File: config.mk
export PLATFORM = sky130hd
export DESIGN_NAME = display_scan
export DESIGN_NICKNAME = d
export VERILOG_FILES = /design/src/rtl/display_scan_pkg.sv /design/src/rtl/display_scan_hex_to_seg.sv /design/src/rtl/display_scan.sv
export SDC_FILE = /design/constraint.sdc
export NUM_CORES = 1
export LEC_CHECK = 0
export CAP_MARGIN = 20
export CORE_AREA = 2 2 69 71
export DETAILED_ROUTE_END_ITERATION = 6
export DIE_AREA = 0 0 71 73
export PLACE_DENSITY = 0.76
export SLEW_MARGIN = 20
export SYNTH_ARGS = -nofsm -noshare
export SYNTH_HDL_FRONTEND = slang
export SYNTH_SLANG_ARGS = --single-unit
File: constraint.sdc
create_clock -name clock -period 2.39 [get_ports clock]
set_input_delay 0.239 -clock clock [delete_from_list [all_inputs] [get_ports clock]]
set_output_delay 0.239 -clock clock [all_outputs]
set_load 0.01 [all_outputs]
File: src/rtl/display_scan_pkg.sv
// Shared definitions for the 7-segment display path: scan FSM states,
// active-low segment patterns {g,f,e,d,c,b,a} for hex 0..F, and the
// all-off values for segments and anodes.
package display_scan_pkg;

  typedef enum logic {
    ST_BLANK = 1'b0,
    ST_SHOW  = 1'b1
  } state_t;

  localparam logic [6:0] SEG_0 = 7'b1000000;
  localparam logic [6:0] SEG_1 = 7'b1111001;
  localparam logic [6:0] SEG_2 = 7'b0100100;
  localparam logic [6:0] SEG_3 = 7'b0110000;
  localparam logic [6:0] SEG_4 = 7'b0011001;
  localparam logic [6:0] SEG_5 = 7'b0010010;
  localparam logic [6:0] SEG_6 = 7'b0000010;
  localparam logic [6:0] SEG_7 = 7'b1111000;
  localparam logic [6:0] SEG_8 = 7'b0000000;
  localparam logic [6:0] SEG_9 = 7'b0010000;
  localparam logic [6:0] SEG_A = 7'b0001000;
  localparam logic [6:0] SEG_B = 7'b0000011;
  localparam logic [6:0] SEG_C = 7'b1000110;
  localparam logic [6:0] SEG_D = 7'b0100001;
  localparam logic [6:0] SEG_E = 7'b0000110;
  localparam logic [6:0] SEG_F = 7'b0001110;

  localparam logic [6:0] SEG_OFF = 7'b1111111;
  localparam logic [3:0] AN_OFF  = 4'b1111;

endpackage

File: src/rtl/display_scan_hex_to_seg.sv
// hex_to_seg: combinational hex nibble to 7-segment decoder.
// Ports:
//   nibble  in  4  value 0..F
//   seg_n   out 7  active-low segment pattern {g,f,e,d,c,b,a}
module hex_to_seg
  import display_scan_pkg::*;
(
  input  logic [3:0] nibble,
  output logic [6:0] seg_n
);

  always_comb begin
    seg_n = SEG_OFF;
    unique case (nibble)
      4'h0: seg_n = SEG_0;
      4'h1: seg_n = SEG_1;
      4'h2: seg_n = SEG_2;
      4'h3: seg_n = SEG_3;
      4'h4: seg_n = SEG_4;
      4'h5: seg_n = SEG_5;
      4'h6: seg_n = SEG_6;
      4'h7: seg_n = SEG_7;
      4'h8: seg_n = SEG_8;
      4'h9: seg_n = SEG_9;
      4'hA: seg_n = SEG_A;
      4'hB: seg_n = SEG_B;
      4'hC: seg_n = SEG_C;
      4'hD: seg_n = SEG_D;
      4'hE: seg_n = SEG_E;
      4'hF: seg_n = SEG_F;
    endcase
  end

endmodule

File: src/rtl/display_scan.sv
// display_scan: time-multiplexes four hex nibbles onto a 4-digit
// common-anode 7-segment display, with an all-dark gap between digits
// and a per-digit snapshot taken when each digit's slot starts.
// Ports:
//   clock          in   1  system clock, rising edge
//   reset          in   1  asynchronous, active-high
//   enable         in   1  1 = scan runs, 0 = dark and parked
//   digit0..digit3 in   4  nibbles, digit0 rightmost
//   blank          in   4  blank[i]=1 keeps digit i dark (slot timing kept)
//   dp             in   4  dp[i]=1 lights the decimal point with digit i
//   seg_n          out  7  segments {g..a}, active-low, registered
//   dp_n           out  1  decimal point, active-low, registered
//   an_n           out  4  anodes, active-low, registered
module display_scan
  import display_scan_pkg::*;
#(
  parameter int unsigned REFRESH_DIV  = 50000,
  parameter int unsigned BLANK_CYCLES = 500
) (
  input  logic       clock,
  input  logic       reset,
  input  logic       enable,
  input  logic [3:0] digit0,
  input  logic [3:0] digit1,
  input  logic [3:0] digit2,
  input  logic [3:0] digit3,
  input  logic [3:0] blank,
  input  logic [3:0] dp,
  output logic [6:0] seg_n,
  output logic       dp_n,
  output logic [3:0] an_n
);

  localparam int unsigned CNT_MAX =
    (REFRESH_DIV > BLANK_CYCLES) ? ((REFRESH_DIV > 2) ? REFRESH_DIV : 2)
                                 : ((BLANK_CYCLES > 2) ? BLANK_CYCLES : 2);
  localparam int unsigned CNT_W = $clog2(CNT_MAX);
  localparam logic [CNT_W-1:0] SHOW_LAST  = CNT_W'(REFRESH_DIV - 1);
  localparam logic [CNT_W-1:0] BLANK_LAST =
    CNT_W'((BLANK_CYCLES > 0) ? BLANK_CYCLES - 1 : 0);

  state_t           state, state_nx;
  logic [CNT_W-1:0] cnt, cnt_nx;
  logic [1:0]       idx, idx_nx, sel;
  logic [3:0]       nib;
  logic [6:0]       seg_lut, seg_nx;
  logic             dp_nx;
  logic [3:0]       an_nx;
  logic [3:0]       snap_an;
  logic             snap_dp;

  // The snapshot is always for the digit about to be shown: idx when
  // leaving BLANK, idx+1 when chaining SHOW->SHOW with no gap.
  always_comb begin
    sel = (state == ST_SHOW) ? idx + 2'd1 : idx;
    nib = digit0;
    unique case (sel)
      2'd0: nib = digit0;
      2'd1: nib = digit1;
      2'd2: nib = digit2;
      2'd3: nib = digit3;
    endcase
    snap_dp = ~dp[sel];
    snap_an = blank[sel] ? AN_OFF : ~(4'b0001 << sel);
  end

  hex_to_seg u_hex_to_seg (
    .nibble (nib),
    .seg_n  (seg_lut)
  );

  always_comb begin
    state_nx = state;
    cnt_nx   = cnt;
    idx_nx   = idx;
    seg_nx   = seg_n;
    dp_nx    = dp_n;
    an_nx    = an_n;
    if (!enable) begin
      state_nx = ST_BLANK;
      cnt_nx   = '0;
      seg_nx   = SEG_OFF;
      dp_nx    = 1'b1;
      an_nx    = AN_OFF;
    end else begin
      unique case (state)
        ST_BLANK: begin
          if (BLANK_CYCLES == 0 || cnt == BLANK_LAST) begin
            state_nx = ST_SHOW;
            cnt_nx   = '0;
            seg_nx   = seg_lut;
            dp_nx    = snap_dp;
            an_nx    = snap_an;
          end else begin
            cnt_nx = cnt + 1'b1;
          end
        end
        ST_SHOW: begin
          if (cnt == SHOW_LAST) begin
            cnt_nx = '0;
            idx_nx = idx + 2'd1;
            if (BLANK_CYCLES == 0) begin
              seg_nx = seg_lut;
              dp_nx  = snap_dp;
              an_nx  = snap_an;
            end else begin
              state_nx = ST_BLANK;
              seg_nx   = SEG_OFF;
              dp_nx    = 1'b1;
              an_nx    = AN_OFF;
            end
          end else begin
            cnt_nx = cnt + 1'b1;
          end
        end
      endcase
    end
  end

  always_ff @(posedge clock or posedge reset) begin
    if (reset) begin
      state <= ST_BLANK;
      cnt   <= '0;
      idx   <= '0;
      seg_n <= SEG_OFF;
      dp_n  <= 1'b1;
      an_n  <= AN_OFF;
    end else begin
      state <= state_nx;
      cnt   <= cnt_nx;
      idx   <= idx_nx;
      seg_n <= seg_nx;
      dp_n  <= dp_nx;
      an_n  <= an_nx;
    end
  end

endmodule

-- Word level (Yosys, flattened, before mapping)
Memories as Yosys holds them, arrays and structs flattened.
Cells that the tools add are included.
- add/sub/neg operators: 2
- $lt $le $gt $ge: 1
- equality and inequality tests: 7
- shift operators: 1
- muxes and demuxes: 27
- bitwise gates (word level): 3
- reductions and logical operators: 3
- operators with widths (cell ; number):
    $mux W16 ; 3
    $pmux W16 S2 ; 1
    $mux W7 ; 3
    $add A16 B1 Y16 const B ; 1
    $eq A16 B16 Y1 const B ; 1
    $eq A16 B9 Y1 const B ; 1
    $mux W4 ; 4
    $pmux W4 S4 ; 1
    $pmux W7 S2 ; 1
    $mux W1 ; 8
    $pmux W4 S2 ; 1
    $bmux W1 S2 ; 2
    $eq A2 B2 Y1 const B ; 2
    $not A4 Y4 ; 1
    $pmux W1 S2 ; 2
    $shl A1 B2 Y4 const A ; 1
    $lt A2 B3 Y1 const B ; 1
    $ne A3 B2 Y1 const B ; 1
    $ne A3 B3 Y1 const B ; 1
    $reduce_and A3 Y1 ; 1
    $add A2 B1 Y2 const B ; 1
    $eq A2 B1 Y1 const B ; 1
    $logic_not A2 Y1 ; 1
    $mux W2 ; 1
    2 further kinds ; 3
- flip-flop bits (word level): 31
- memory bits (read-only): 112
- logic and storage cells: 51
- memories: 1
- memories (name ; depth ; bits a word ; read ports ; clocked after Yosys merged registers in ; wr ports ; RTL line ; source):
    (name not given) ; 16 ; 7 ; 1 ; 0 ; 0 ; display_scan_hex_to_seg.sv:14 ; unique case (nibble)

-- Longest topological paths before layout
Gate-level depths: netlist (run 1).
- depth after elaboration: 8
- gate-level depth with buffers: 11

-- By module
From an unflattened synthesis (run 1), not the netlist that was laid out.
- cell total of the unflattened synthesis: 229
- area total of the unflattened synthesis: 2065.7 µm²
- modules (own cells, without submodules) (module ; times used ; cells each ; area an instance (µm²) ; sequential area each (µm²)):
    display_scan ; 1 ; 197 ; 1790.5 ; 790.8
    hex_to_seg ; 1 ; 32 ; 275.3 ; 0.0

-- Worst setup path before layout (run 1)
No wires, ideal clock.
- path type: register to register
- start: register idx[0]
- end: register seg_n[5]
- arrival: 2.187 ns
- data required time: 2.307 ns
- slack: 0.120 ns
- cell stages (with the launch flop): 10
- path buffers: 1
- clock period less this slack: 2.270 ns
- cell sequence: dfrtp_1 buf_6 and3_1 or2_4 o21ai_0 inv_1 ha_1 mux2i_1 nor2_1 o32a_1
- longest elaborated chain between the ends: 8
- elaborated cells between the ends (all ways): 11
- those cells by class: add/sub (1); eq/ne (3); mux (5); reduce/logical (1); memory (1)
- ends and longest elaborated chain (what ; RTL line ; source):
    from (decl) ; display_scan.sv:44 ; logic [1:0] idx, idx_nx, sel;
    from (signal assigned) ; display_scan.sv:131 ; idx <= idx_nx;
    $add A2 B1 Y2 ; display_scan.sv:55 ; sel = (state == ST_SHOW) ? idx + 2'd1 : idx;
    $mux W2 (*) ; display_scan.sv:55 ;
    $eq A2 B2 Y1 (tied with other cells) ; display_scan.sv:57 ; unique case (sel)
    $pmux W4 S4 (*) ; display_scan.sv:57 ;
    $mem_v2 Z16 W7 (*) ; -- ;
    $mux W7 (*) ; display_scan.sv:88 ; if (BLANK_CYCLES == 0 || cnt == BLANK_LAST) begin
    $pmux W7 S2 (*) ; display_scan.sv:86 ; unique case (state)
    $mux W7 (*) ; display_scan.sv:79 ; if (!enable) begin
    to (signal assigned) ; display_scan.sv:132 ; seg_n <= seg_nx;
    to (decl) ; display_scan.sv:29 ; output logic [6:0] seg_n,
Every way passes the cells marked *; elsewhere a longest branch is shown, timed or not. The select of a mux whose other input is x is not followed.
A chain may end at the register's enable or synchronous reset.

-- Worst setup path in the final report (run 1)
- start: register idx[1]
- end: register seg_n[3]
The elaborated chain is that of the path after synthesis.

==> flow_results.xml, run 1 <==
<?xml version="1.0" encoding="UTF-8"?>
<metrics>
  <group name="status">
    <metric name="outcome" unit="">completed</metric>
  </group>
  <group name="route">
    <metric name="dr.first_iter.drc_count" unit="">67</metric>
    <metric name="drt-total-wl" unit="mm">4.52</metric>
    <metric name="maxUsedRoutingLayer" unit="">met4</metric>
    <metric name="met3WireLength" unit="microns">235</metric>
    <metric name="met1Wirelength" unit="mm">2.05</metric>
    <metric name="final_antenna_net_count" unit="">0</metric>
    <metric name="detail_route.drc_violations" unit="">0</metric>
    <metric name="drtPass1Iterations" unit="">4</metric>
    <metric name="route.vias.total" unit="">1671</metric>
    <metric name="vias_per_cell" unit="">5.29</metric>
    <metric name="route.met2.wl" unit="mm">2.20</metric>
    <metric name="route.detailed.wl_per_inst" unit="microns">14.3</metric>
  </group>
  <group name="setup_path">
    <metric name="timing.critical_path.to_type" unit="">flip-flop</metric>
    <metric name="critical_path_cell_count" unit="">9</metric>
    <metric name="required_time_of_the_critical_path" unit="ns">2.60</metric>
    <metric name="cp_data_arrival_time" unit="ns">2.42</metric>
    <metric name="reg2reg_from" unit="">idx[1]$_DFFE_PP0P_</metric>
    <metric name="timing_worst_setup_path_type" unit="">flip-flop to flip-flop</metric>
    <metric name="critPathLaunchType" unit="">flip-flop</metric>
    <metric name="critical_path_buf_inv_count" unit="">2</metric>
    <metric name="critPathCapture" unit="">seg_n[3]$_DFFE_PP1P_</metric>
    <metric name="cp_top_family" unit="">compound AO/OA/AOI/OAI gates</metric>
    <metric name="crit_path_max_fanout" unit="">11</metric>
    <metric name="reg2reg_depth" unit="">9</metric>
    <metric name="r2r_slack" unit="ns">0.18</metric>
    <metric name="worst_r2r_endpoint" unit="">seg_n[3]$_DFFE_PP1P_</metric>
    <metric name="cell_by_cell_listing_of_the_critical_path" unit="">and3_1 &gt; or2_4 &gt; o31a_1 &gt; inv_1 &gt; ha_1 &gt; inv_1 &gt; mux2i_1 &gt; mux2i_1 &gt; a21oi_1</metric>
    <metric name="timing.critical_path.slowest_stage_cell" unit="">dfrtp_2</metric>
    <metric name="maximum_cell_stage_delay_along_the_critical_path" unit="ns">0.49</metric>
    <metric name="crit_start" unit="">idx[1]$_DFFE_PP0P_</metric>
  </group>
  <group name="place">
    <metric name="placement.io_buffers" unit="">38</metric>
    <metric name="routability_congestion_estimate_from_global_placement" unit="">0.822</metric>
    <metric name="place.detailed.instances" unit="">308</metric>
    <metric name="dp.final_hpwl" unit="mm">3.39</metric>
  </group>
  <group name="timing">
    <metric name="grt_setup_unrepaired" unit="">false</metric>
    <metric name="clock-skew-final" unit="ns">0.00671</metric>
    <metric name="hold_viol_final" unit="">0</metric>
    <metric name="setup_viol" unit="">0</metric>
    <metric name="timing.final.max_slew_violations" unit="">0</metric>
    <metric name="worst_slew_pin_slew" unit="ns">0.597</metric>
    <metric name="setup-tns-final" unit="ns">0</metric>
    <metric name="achievable-frequency" unit="MHz">453</metric>
    <metric name="max-slew-margin-rel" unit="">0.599</metric>
    <metric name="finalCritPeriodShare" unit="">0.923</metric>
    <metric name="minimum_period_implied_by_the_final_worst_setup_slack" unit="ns">2.21</metric>
  </group>
  <group name="global_route">
    <metric name="global_route_usage_sum" unit="">0.186</metric>
    <metric name="grt_max_degree" unit="">32</metric>
    <metric name="grt_pass1_wl" unit="mm">7.61</metric>
    <metric name="antenna_violations_before_repair" unit="">0</metric>
    <metric name="grt_pass1_vias" unit="">1647</metric>
    <metric name="global_route.overflow_total" unit="">0</metric>
  </group>
  <group name="die">
    <metric name="die_h" unit="microns">73</metric>
    <metric name="floorplan.die.width" unit="microns">71</metric>
    <metric name="floorplan.die_area" unit="sq um">5180</metric>
    <metric name="placementRows" unit="">25</metric>
    <metric name="placeableCoreArea" unit="sq um">4540</metric>
    <metric name="io_pins" unit="">39</metric>
    <metric name="initial_utilization" unit="">0.447</metric>
  </group>
  <group name="synthesis">
    <metric name="synth_seq_cells" unit="">31</metric>
    <metric name="ys_seq_area_frac" unit="">0.390</metric>
    <metric name="synthesis.yosys.warnings" unit="">0</metric>
    <metric name="postSynthNetCount" unit="">246</metric>
    <metric name="syn_area" unit="sq um">2030</metric>
    <metric name="post_synth_num_cell_types" unit="">47</metric>
    <metric name="post_synth_inst_count" unit="">212</metric>
    <metric name="syn_avg_cell_area" unit="sq um">9.56</metric>
  </group>
  <group name="finish">
    <metric name="final-instance-count-excl-fill" unit="">316</metric>
    <metric name="drive_gt1_frac" unit="">0.195</metric>
    <metric name="n_antenna_cell" unit="">0</metric>
    <metric name="final_core_utilization" unit="">0.578</metric>
    <metric name="final_nets" unit="">295</metric>
    <metric name="area_growth_syn_to_layout" unit="%">29.5</metric>
  </group>
  <group name="cts">
    <metric name="cts_buffers" unit="">5</metric>
    <metric name="numClockSinks" unit="">31</metric>
    <metric name="tritoncts" unit="">built</metric>
    <metric name="postCtsResizedCells" unit="">0</metric>
    <metric name="clock-root-buffer" unit="">clkbuf_8</metric>
    <metric name="clock_tree.buffer_depth" unit="">2</metric>
    <metric name="cts_setup_buffers" unit="">0</metric>
    <metric name="clk_latency" unit="ns">0.29</metric>
    <metric name="clk_pin_slew_worst_paths" unit="ns">0.07</metric>
    <metric name="ctsHtreeMaxLevel" unit="">2</metric>
    <metric name="cts_hold_buf" unit="">0</metric>
  </group>
  <group name="worst_hold_path">
    <metric name="min_path_type" unit="">input pin to async pin</metric>
  </group>
  <group name="pwr">
    <metric name="peakVddDrop" unit="V">0.000357</metric>
    <metric name="finalPower" unit="mW">1.13</metric>
    <metric name="leakage" unit="nW">1.06</metric>
    <metric name="power.density" unit="nW/um^2">431</metric>
  </group>
  <group name="flow_run">
    <metric name="cap_viol_max_count" unit="">0</metric>
  </group>
</metrics>
==> sequential cells by signal (all words and copies together), names as in the netlist <==
name	count
seg_n	7
idx	2
dp_n	1
an_n	4
cnt	16
state	1
==> per-layer routing <==
layer,vias up,track usage
li1,834,-
met1,795,0.237
met2,38,0.319
met3,4,0.0497
met4,0,0.0440
met5,-,0
==> synthesized netlist by cell type (all sizes together) <==
library cell	count	area (sq um)
or3b	1	8.76
a21oi	7	35.0
mux4	2	45.0
dfstp	12	315
nor4b	2	23.8
o31a	1	8.76
or3	2	12.5
a31oi	8	50.1
nor2b	2	12.5
or2	1	8.76
nand4b	2	17.5
nor2	34	128
xnor2	7	68.8
nand3b	2	15.0
o32ai	1	8.76
nor3	5	25.0
o221ai	2	23.8
nand3	9	45.0
nand2b	4	25.0
nand4	1	6.26
o21a	1	7.51
nor3b	1	7.51
buf	9	67.6
o2bb2ai	1	15.0
o21ai	5	28.8
and4	2	17.5
ha	7	87.6
xor2	13	121
and3	4	25.0
a211oi	1	7.51
nor4	1	12.5
or4	1	11.3
o32a	2	20.0
inv	10	37.5
mux2i	8	80.1
nand2	15	56.3
clkbuf	1	3.75
dfrtp	19	475
mux2	4	45.0
o211ai	2	15.0
==> power breakdown <==
part / switching (mW) / internal [mW] / total, mW
clock network: 0.194 / 0.263 / 0.456
logic: 0.0649 / 0.0774 / 0.142
registers: 0.00332 / 0.530 / 0.533
==> worst min-delay path: cells and delay by family <==
family                 cells  cell delay (ns)
buffers and inverters      3             0.79
==> metrics by stage <==
| step | instance area (sq um) | setup WS, ns | hold slack (ns) |
|---|---|---|---|
| 6_report | 2620 | 0.183 | 0.326 |
| 5_1_grt | 2620 | 0.00560 | 0.413 |
| 4_1_cts | 2620 | 0.108 | 0.341 |
| 3_5_place_dp | 2520 | 0.103 | 0.462 |
| 3_3_place_gp | 2520 | 0.142 | 0.453 |
| 2_1_floorplan | 2030 | 0.120 | 0.334 |
==> cells by family (layout without fill, tap and decap cells) <==
kind of cell	count (synthesis)	count (layout)	share of synthesized area
AOI/OAI and AO/OA	31	31	0.109
buffers and inverters	20	70	0.0537
muxes	14	14	0.0840
and+or+nand+nor	89	89	0.226
xor gates and xnor gates	20	20	0.0939
adders and majority gates	7	7	0.0432
DFF	31	31	0.390
==> cell type report <==
class | instances | area, sq um
Tap cell | 54 | 67.6
Fill cell | 403 | 1910
Sequential cell | 31 | 795
Clock buffer | 8 | 100
Timing Repair Buffer | 52 | 498
Inverter | 10 | 37.5
Multi-Input combinational cell | 161 | 1130
==> worst min-delay path by stage <==
stage          depth (start not counted)  slack (ns)             start                to
2_1_floorplan                          1        0.33             reset  cnt[0]$_DFF_PP0_
3_3_place_gp                           1        0.45  cnt[0]$_DFF_PP0_  cnt[0]$_DFF_PP0_
3_5_place_dp                           1        0.46  cnt[0]$_DFF_PP0_  cnt[0]$_DFF_PP0_
4_1_cts                                3        0.34             reset  cnt[5]$_DFF_PP0_
5_1_grt                                3        0.41             reset  cnt[5]$_DFF_PP0_
6_report                               3        0.33             reset  cnt[4]$_DFF_PP0_
==> cell usage in the layout, fill, tap and decap left out, drive strengths merged, types with 2 or more instances in the layout <==
master and instances:
nor4b 2, o21ai 5, inv 10, o32a 2, nand4b 2, buf 14
and3 4, mux2 4, clkdlybuf4s50 38, dfstp 12, a21oi 7, nor3 5
nand3b 2, o211ai 2, clkbuf 8, nand3 9, o221ai 2, and4 2
nand2b 4, ha 7, nand2 15, a31oi 8, xor2 13, dfrtp 19
nor2 34, or3 2, mux4 2, nor2b 2, xnor2 7, mux2i 8
No activity file was read; power rests on OpenSTA's default activity.
==> run 2: changes to the inputs <==
--- a/config.mk
+++ b/config.mk
@@ -6,10 +6,11 @@
 export NUM_CORES = 1
 export LEC_CHECK = 0
 export CAP_MARGIN = 20
-export CORE_AREA = 2 2 69 71
+export CORE_AREA = 2 2 68 70
+export CTS_BUF_LIST = sky130_fd_sc_hd__clkbuf_4 sky130_fd_sc_hd__clkbuf_8
 export DETAILED_ROUTE_END_ITERATION = 6
-export DIE_AREA = 0 0 71 73
-export PLACE_DENSITY = 0.76
+export DIE_AREA = 0 0 70 72
+export PLACE_DENSITY = 0.78
 export SLEW_MARGIN = 20
 export SYNTH_ARGS = -nofsm -noshare
 export SYNTH_HDL_FRONTEND = slang
==> flow_results.xml, run 2 (synthesis gave the netlist of run 1 again) <==
<?xml version="1.0" encoding="UTF-8"?>
<metrics>
  <group name="status">
    <metric name="outcome" unit="">completed</metric>
  </group>
  <group name="pwr">
    <metric name="peakVddDrop" unit="V">0.000285</metric>
    <metric name="power.density" unit="nW/um^2">414</metric>
    <metric name="leakage" unit="nW">1.08</metric>
    <metric name="finalPower" unit="mW">1.10</metric>
  </group>
  <group name="timing">
    <metric name="achievable-frequency" unit="MHz">444</metric>
    <metric name="worst_slew_pin_slew" unit="ns">0.577</metric>
    <metric name="setup_viol" unit="">0</metric>
    <metric name="finalCritPeriodShare" unit="">0.942</metric>
    <metric name="timing.final.max_slew_violations" unit="">0</metric>
    <metric name="hold_viol_final" unit="">0</metric>
    <metric name="max-slew-margin-rel" unit="">0.612</metric>
    <metric name="clock-skew-final" unit="ns">0.00624</metric>
    <metric name="minimum_period_implied_by_the_final_worst_setup_slack" unit="ns">2.25</metric>
    <metric name="finalWorstSetupSlack" unit="ns">0.139</metric>
  </group>
  <group name="route">
    <metric name="drt-total-wl" unit="mm">4.69</metric>
    <metric name="final_antenna_net_count" unit="">0</metric>
    <metric name="vias_per_cell" unit="">5.33</metric>
    <metric name="drtPass1Iterations" unit="">4</metric>
    <metric name="dr.first_iter.drc_count" unit="">71</metric>
    <metric name="route.vias.total" unit="">1701</metric>
    <metric name="route.detailed.wl_per_inst" unit="microns">14.7</metric>
    <metric name="detail_route.drc_violations" unit="">0</metric>
  </group>
  <group name="setup_path">
    <metric name="timing_worst_setup_path_type" unit="">flip-flop to flip-flop</metric>
    <metric name="reg2reg_depth" unit="">8</metric>
    <metric name="r2r_slack" unit="ns">0.14</metric>
    <metric name="required_time_of_the_critical_path" unit="ns">2.60</metric>
    <metric name="timing.critical_path.to_type" unit="">flip-flop</metric>
    <metric name="reg2reg_from" unit="">idx[0]$_DFFE_PP0P_</metric>
    <metric name="cp_data_arrival_time" unit="ns">2.47</metric>
    <metric name="crit_path_max_fanout" unit="">7</metric>
    <metric name="worst_r2r_endpoint" unit="">seg_n[3]$_DFFE_PP1P_</metric>
    <metric name="critPathLaunchType" unit="">flip-flop</metric>
  </group>
  <group name="finish">
    <metric name="most_common_cell_after_layout_fill_and_taps_aside" unit="">clkdlybuf4s50_1</metric>
    <metric name="n_antenna_cell" unit="">0</metric>
    <metric name="final-instance-count-excl-fill" unit="">319</metric>
    <metric name="drive_gt1_frac" unit="">0.217</metric>
    <metric name="leading_registers_by_flop_count" unit="">cnt: 16 flops, seg_n: 7 flops, an_n: 4 flops</metric>
    <metric name="final_nets" unit="">300</metric>
    <metric name="mostFrequentLayoutCells" unit="">clkdlybuf4s50_1 (38), nor2_1 (34), buf_4 (18), dfrtp_1 (16), nand2_1 (15)</metric>
    <metric name="largest_register_ffs" unit="">16</metric>
    <metric name="area_growth_syn_to_layout" unit="%">31.4</metric>
    <metric name="largest-register" unit="">cnt</metric>
    <metric name="final_core_utilization" unit="">0.624</metric>
  </group>
  <group name="global_route">
    <metric name="global_route.overflow_total" unit="">0</metric>
    <metric name="global_route_usage_sum" unit="">0.197</metric>
    <metric name="grt_max_degree" unit="">32</metric>
    <metric name="grt_pass1_wl" unit="mm">7.83</metric>
    <metric name="antenna_violations_before_repair" unit="">0</metric>
    <metric name="grt_pass1_vias" unit="">1688</metric>
  </group>
  <group name="flow_run">
    <metric name="cap_viol_max_count" unit="">0</metric>
  </group>
  <group name="cts">
    <metric name="clk_pin_slew_worst_paths" unit="ns">0.07</metric>
    <metric name="cts_buffers" unit="">5</metric>
    <metric name="tritoncts" unit="">built</metric>
    <metric name="clock-root-buffer" unit="">clkbuf_8</metric>
    <metric name="numClockSinks" unit="">31</metric>
    <metric name="clk_latency" unit="ns">0.29</metric>
    <metric name="clock_tree.buffer_depth" unit="">2</metric>
    <metric name="ctsHtreeMaxLevel" unit="">2</metric>
    <metric name="cts_hold_buf" unit="">0</metric>
  </group>
  <group name="die">
    <metric name="floorplan.die_area" unit="sq um">5040</metric>
    <metric name="placeableCoreArea" unit="sq um">4260</metric>
    <metric name="initial_utilization" unit="">0.475</metric>
    <metric name="io_pins" unit="">39</metric>
    <metric name="floorplan.die.width" unit="microns">70</metric>
    <metric name="die_h" unit="microns">72</metric>
    <metric name="placementRows" unit="">24</metric>
  </group>
  <group name="place">
    <metric name="dp_worst_setup_slack" unit="ns">0.0804</metric>
    <metric name="placement.io_buffers" unit="">38</metric>
    <metric name="routability_congestion_estimate_from_global_placement" unit="">0.813</metric>
    <metric name="dp.final_hpwl" unit="mm">3.37</metric>
    <metric name="place.detailed.instances" unit="">306</metric>
  </group>
  <group name="worst_hold_path">
    <metric name="min_path_type" unit="">input pin to async pin</metric>
  </group>
</metrics>
==> run 2: cell types whose count changed in the layout (fill, tap and decap cells not counted) <==
| cell | previous run | this run |
|---|---|---|
| buf_4 | 13 | 18 |
| clkbuf_1 | 1 | 0 |
| clkbuf_4 | 0 | 2 |
| clkbuf_8 | 7 | 5 |
| clkinv_2 | 0 | 1 |
| mux2i_1 | 8 | 7 |
| mux2i_2 | 0 | 1 |
| xor2_2 | 1 | 0 |
| xor2_4 | 0 | 1 |
==> run 2: stage by stage <==
step                setup TNS, ns  area, sq um  hold WS (ns)
CTS                             0         2610         0.335
global placement                0         2520         0.450
global route              -0.0239         2660         0.416
finish                          0         2660         0.327
floorplan                       0         2030         0.334
detailed placement              0         2520         0.457
==> run 2: how the worst max path moves through the flow <==
stage / start / endpoint / cells after the start
after floorplan: idx[0]$_DFFE_PP0P_ / seg_n[5]$_DFFE_PP1P_ / 9
after global placement: digit1[0] / seg_n[0]$_DFFE_PP1P_ / 9
after detailed placement: idx[1]$_DFFE_PP0P_ / seg_n[0]$_DFFE_PP1P_ / 8
after CTS: state$_DFF_PP0_ / seg_n[5]$_DFFE_PP1P_ / 9
after global routing: idx[0]$_DFFE_PP0P_ / seg_n[5]$_DFFE_PP1P_ / 8
final: idx[0]$_DFFE_PP0P_ / seg_n[3]$_DFFE_PP1P_ / 8
==> run 2: worst max-delay path, stage by stage, from the launching register on <==
cell and delay, ns:
dfrtp_2 0.48, and3_1 0.23, or2_4 0.25, o31a_1 0.36, buf_4 0.17, ha_1 0.29, mux2i_1 0.15, mux2i_1 0.09
a21oi_1 0.15
==> run 2: timing repair <==
action | CTS | global route
endpoints found under the setup margin | 0 | 4
buffers inserted | 0 | 5
hold endpoints to repair | 0 | 0
gates resized for setup | 0 | 5
==> run 2: where the power goes <==
group	total [mW]	internal (mW)	switching, mW	leakage (nW)
Clock	0.420	0.227	0.193	0.0491
Sequential	0.533	0.530	0.00303	0.384
Combinational	0.149	0.0808	0.0680	0.651
==> run 2: layout make-up <==
type / instances / area [sq um]
clock inverters: 1 / 5.00
clock buffers: 7 / 83.8
multi-input cells: 161 / 1140
repair buffers: 57 / 536
well taps: 52 / 65.1
flip-flops and latches: 31 / 795
inverters: 10 / 37.5
fillers: 354 / 1600
==> run 2: routing by layer <==
layer  vias to the layer above  GRT usage  wire [microns]
li1                        847          -               -
met1                       802      0.246            2110
met2                        45      0.324            2210
met3                         7     0.0569             279
met4                         0     0.0812              82
met5                         -          0               0
